`src/rtl/c_frag_cfg.sv`:
```
// Serial configuration loader for the logic-cell mux fragment inverter selects.
// Shifts in 8 data bits MSB first plus a parity bit, checks parity, then commits to inv.
module c_frag_cfg #(
    parameter logic [7:0] INIT       = 8'h00,
    parameter logic       PARITY_ODD = 1'b1
) (
    input  logic       qck,
    input  logic       qrt_n,
    input  logic       cfg_start,
    input  logic       cfg_din,
    input  logic       cfg_valid,
    output logic       cfg_ready,
    input  logic       cfg_lock,
    output logic [7:0] inv,
    output logic       cfg_done,
    output logic       cfg_err,
    output logic       busy
);

    localparam int unsigned DATA_W = 8;
    localparam int unsigned CNT_W  = 4;

    typedef enum logic [1:0] {
        IDLE   = 2'd0,
        SHIFT  = 2'd1,
        CHECK  = 2'd2,
        COMMIT = 2'd3
    } state_t;

    state_t              state_q, state_d;
    logic [CNT_W-1:0]    cnt_q, cnt_d;
    logic [DATA_W-1:0]   shadow_q, shadow_d;
    logic                par_q, par_d;
    logic [DATA_W-1:0]   inv_d;
    logic                err_d, done_d, ready_d, busy_d;
    logic                parity_ok;

    assign parity_ok = ((^shadow_q) ^ par_q) == PARITY_ODD;

    // State register; ready/busy are registered from the next-state decode.
    always_ff @(posedge qck or negedge qrt_n) begin
        if (!qrt_n) begin
            state_q   <= IDLE;
            cnt_q     <= '0;
            shadow_q  <= '0;
            par_q     <= 1'b0;
            inv       <= INIT;
            cfg_err   <= 1'b0;
            cfg_done  <= 1'b0;
            cfg_ready <= 1'b0;
            busy      <= 1'b0;
        end else begin
            state_q   <= state_d;
            cnt_q     <= cnt_d;
            shadow_q  <= shadow_d;
            par_q     <= par_d;
            inv       <= inv_d;
            cfg_err   <= err_d;
            cfg_done  <= done_d;
            cfg_ready <= ready_d;
            busy      <= busy_d;
        end
    end

    // Next-state and next-output decode.
    always_comb begin
        state_d  = state_q;
        cnt_d    = cnt_q;
        shadow_d = shadow_q;
        par_d    = par_q;
        inv_d    = inv;
        err_d    = cfg_err;
        done_d   = 1'b0;

        case (state_q)
            IDLE: begin
                if (cfg_start) begin
                    state_d  = SHIFT;
                    cnt_d    = '0;
                    shadow_d = '0;
                    err_d    = 1'b0;
                end
            end
            SHIFT: begin
                // A restart discards any transfer offered in the same cycle.
                if (cfg_start) begin
                    cnt_d    = '0;
                    shadow_d = '0;
                    err_d    = 1'b0;
                end else if (cfg_valid && cfg_ready) begin
                    cnt_d = cnt_q + CNT_W'(1);
                    if (cnt_q < CNT_W'(DATA_W)) begin
                        shadow_d = {shadow_q[DATA_W-2:0], cfg_din};
                    end else begin
                        par_d   = cfg_din;
                        state_d = CHECK;
                    end
                end
            end
            CHECK: begin
                state_d = IDLE;
                if (!parity_ok) begin
                    err_d = 1'b1;
                end else if (!cfg_lock) begin
                    inv_d   = shadow_q;
                    state_d = COMMIT;
                    done_d  = 1'b1;
                end
            end
            COMMIT: begin
                state_d = IDLE;
            end
            default: begin
                state_d = IDLE;
            end
        endcase

        ready_d = (state_d == SHIFT);
        busy_d  = (state_d != IDLE);
    end

endmodule

```
`config.mk`:
```
export PLATFORM = sky130hd
export DESIGN_NAME = c_frag_cfg
export DESIGN_NICKNAME = d
export VERILOG_FILES = /design/src/rtl/c_frag_cfg.sv
export SDC_FILE = /design/constraint.sdc
export NUM_CORES = 1
export LEC_CHECK = 0
export CAP_MARGIN = 10
export CORE_MARGIN = 3
export CORE_UTILIZATION = 56
export DETAILED_ROUTE_END_ITERATION = 6
export PLACE_DENSITY_LB_ADDON = 0.3
export SYNTH_ARGS = -nofsm -noshare
export SYNTH_HDL_FRONTEND = slang
export SYNTH_SLANG_ARGS = --single-unit
```
`constraint.sdc`:
```
create_clock -name qck -period 5.7 [get_ports qck]
set_input_delay 1.14 -clock qck [delete_from_list [all_inputs] [get_ports qck]]
set_output_delay 1.14 -clock qck [all_outputs]
set_load 0.01 [all_outputs]
```
==> metrics.md <==
| Metric | Value |
|---|---|
| CTS root buf | `clkbuf_4` |
| Crit Path Max Fanout | `12` |
| Tmin final | `approximately 2.8 ns` |
| Starting Density | `about three fifths` |
| Drt drc | `0` |
| # port buffers | `17` |
| Clk pin slew, worst setup/hold paths | `approximately 0.15 ns` |
| Hold_ws | `roughly 0.53 ns` |
| Hold path cells | `1` |
| Required @ worst endpoint | `~5.9 ns` |
| Max-slew violation count | `0` |
| RSZ-0062 raised after global routing | `false` |
| Final hold vios | `0` |
| N_diodes | `0` |
| Die height | `~53 microns` |
| Worst setup SP type | `input port` |
| Area of the multi-input gates | `between 500 and 600 sq um` |
| Die area | `between 0.002 and 0.003 sq mm` |
| Ports | `18` |
| RR Endpoint | `inv[4]` |
| Clock sink count | `27` |
| Number of H-tree levels | `1` |
| Min-Delay Path Class | `flip-flop to flip-flop` |
| Layout Nets | `137` |
| Synth warnings | `0` |
| Post-Syn Nets | `between 100 and 150` |
| Initial DRC Count | `19` |
| GRT Util Overall | `between 10% and 20%` |
| Period utilization | `about half` |
| Worst relative slew slack | `42.6%` |
| Count of state elements after synthesis | `27` |
| Total congestion overflow | `0` |
| Total number of vias | `~860` |
| Netlist cell types | `29` |
| Synthesized area | `around 0.0012 sq mm` |
| Sequential cell area | `around 680 sq um` |
| Place WS | `roughly 2.5 ns` |
| Synth-to-Final Area Change | `17.0%` |
| Setup_tns | `0 ns` |
| Status | `completed` |
| RR Startpoint | `shadow_q[0]` |
| Final non-filler cell total | `around 160` |
| Worst setup EP type | `flip-flop` |
| Post-CTS setup buffer count | `0` |
| Largest net degree at the start of global routing | `28` |
| CTS tree | `yes` |
| Syn Inst Count | `about 110` |
| MaxCap Viol Count | `0` |
| Post-route ant nets | `0` |
| Hold Path End | `inv[1]` |
| Final worst slack | `between 2 and 3 ns` |
| Post-CTS sizing | `0` |
| Vias in the first global route | `870` |
| Final WL | `about 2.3 mm` |
| Crit path kind | `input port to flip-flop` |
| First-pass GRT wire length | `between 3 and 4 mm` |
| Initial antenna violation count | `0` |
| Sequential area share after synthesis | `between 50% and 60%` |
| Avg WL per Cell | `between 10 and 15 microns` |
| DIE WIDTH | `between 50 and 60 microns` |
| PD cells | `approximately 210 mW/mm^2` |
| VDD IR max | `between 0.0001 and 0.00015 V` |
| Std cell rows | `16` |
| Clk Latency, worst-skew pair | `roughly 0.33 ns` |
| Cts hold-fix bufs | `0` |
| Flop-to-flop setup slack | `~3.3 ns` |
| CTS Buf Count | `3` |
| Post-DP HPWL | `1.67 mm` |
| Pwr Total | `about 0.31 mW` |
| Worst Path Arrival | `a little over 3 ns` |
| Slew @ Worst Pin | `approximately 0.84 ns` |
| Drt pass-1 iters | `4` |
| Via density | `between 5 and 6` |
| Placed cell count | `approximately 150` |
| Setup Skew | `around 0.012 ns` |
| Syn Area/Cell | `11.1 sq um` |
| Final Wtd Congestion | `0.776` |
| Lkg Pwr | `between 0.6 and 0.7 nW` |
| Fin util | `71.6%` |
| Final setup violation count | `0` |
| Final-layout fill cell count | `roughly 150` |
| HP Start | `inv[1]` |
| Final Cell Area | `roughly 0.0015 sq mm` |
| Core footprint | `between 0.002 and 0.0025 sq mm` |
| FMAX | `around 360 MHz` |
| Share of cells above drive strength 1 | `about an eighth` |
| Worst r2r path cells | `4` |
| Post-DP Area | `~0.0014 sq mm` |
| Clk buf depth | `2` |
synthesized netlist by cell type:
| library cell | instances | share of area [%] |
|---|---|---|
| xor3_1 | 1 | 1.9 |
| ha_1 | 1 | 1.0 |
| xnor3_1 | 1 | 1.8 |
| a21o_1 | 1 | 0.60 |
| clkbuf_1 | 4 | 1.2 |
| or3_1 | 1 | 0.50 |
| a22oi_1 | 1 | 0.60 |
| nor3_1 | 1 | 0.40 |
| nand2_1 | 20 | 6.0 |
| dfrtp_1 | 27 | 54 |
| xnor2_1 | 3 | 2.1 |
| mux2i_1 | 1 | 0.80 |
| mux2_4 | 6 | 7.2 |
| o32a_1 | 1 | 0.80 |
| a311o_1 | 1 | 0.80 |
| and3_1 | 2 | 1.0 |
| nand3_1 | 5 | 2.0 |
| and2_1 | 1 | 0.50 |
| mux2_2 | 3 | 2.7 |
| a21oi_1 | 3 | 1.2 |
| o21ai_0 | 15 | 6.0 |
| a31oi_1 | 1 | 0.50 |
| inv_1 | 1 | 0.30 |
| mux2i_2 | 1 | 1.1 |
| nor2_1 | 5 | 1.5 |
| nand4b_1 | 1 | 0.70 |
| buf_6 | 1 | 0.90 |
| xor2_1 | 1 | 0.70 |
| nand2b_1 | 2 | 1.0 |
state kept, by name, indices dropped and copies added (netlist names):
signal / count
inv: 8
shadow_q: 8
cnt_q: 4
state_q: 2
busy: 1
cfg_done: 1
cfg_err: 1
cfg_ready: 1
par_q: 1
worst max-delay path, cell delays in order:
cell and delay [ns]:
clkdlybuf4s50_1 0.42, or3_1 0.39, mux2i_2 0.68, mux2_2 0.41
cell families after synthesis:
kind of cell	Yosys count	synth area share, %
AO/OA/AOI/OAI	23	10.5
flip-flops	27	54.1
adder cells (fa/ha/maj)	1	1.00
AND/OR/NAND/NOR	38	13.6
XOR/XNOR	6	6.51
buffers and inverters	6	2.40
multiplexers	11	11.8
power breakdown:
| group | internal [mW] | total (mW) | switching, mW |
|---|---|---|---|
| logic | 0.0116 | 0.0251 | 0.0135 |
| registers | 0.194 | 0.198 | 0.00363 |
| clock network | 0.0263 | 0.0834 | 0.0570 |
| total | 0.232 | 0.307 | 0.0742 |
area by class of cell:
class                   instances  share of cell area [%]
inverters                       1                   0.257
clock buffers                   3                    1.54
repair buffers                 18                    12.2
clock inverters                 1                   0.342
flip-flops and latches         27                    46.2
multi-input cells              79                    37.2
well taps                      27                    2.31
how the worst max path moves through the flow:
stage          endpoint  slack [ns]  cells past startpoint      from
3_3_place_gp     inv[5]        2.57                      4  cfg_lock
4_1_cts          inv[4]        2.87                      4  cfg_lock
5_1_grt          inv[4]        2.77                      4  cfg_lock
2_1_floorplan    inv[0]        3.37                      4  cfg_lock
6_report         inv[4]        2.88                      4  cfg_lock
3_5_place_dp     inv[4]        2.50                      4  cfg_lock
routing by layer:
layer  GRT usage (%)  part of all wire (%)  up-vias
li1                -                     -      420
met1            25.3                    45      412
met2            33.1                    50       23
met3            2.54                   4.3        2
met4            5.11                  0.83        0
met5               0                     0        -
cells in the final DEF, fill, tap and decap left out, drive strengths merged, types with 2 or more instances in the layout:
cell type / count
and3: 2
nor2: 5
mux2i: 2
nand2: 20
xnor2: 3
nand3: 5
a21oi: 3
mux2: 9
clkbuf: 3
nand2b: 2
dfrtp: 27
clkdlybuf4s50: 17
o21ai: 15
Note: power is estimated with default switching activity, not from simulation.
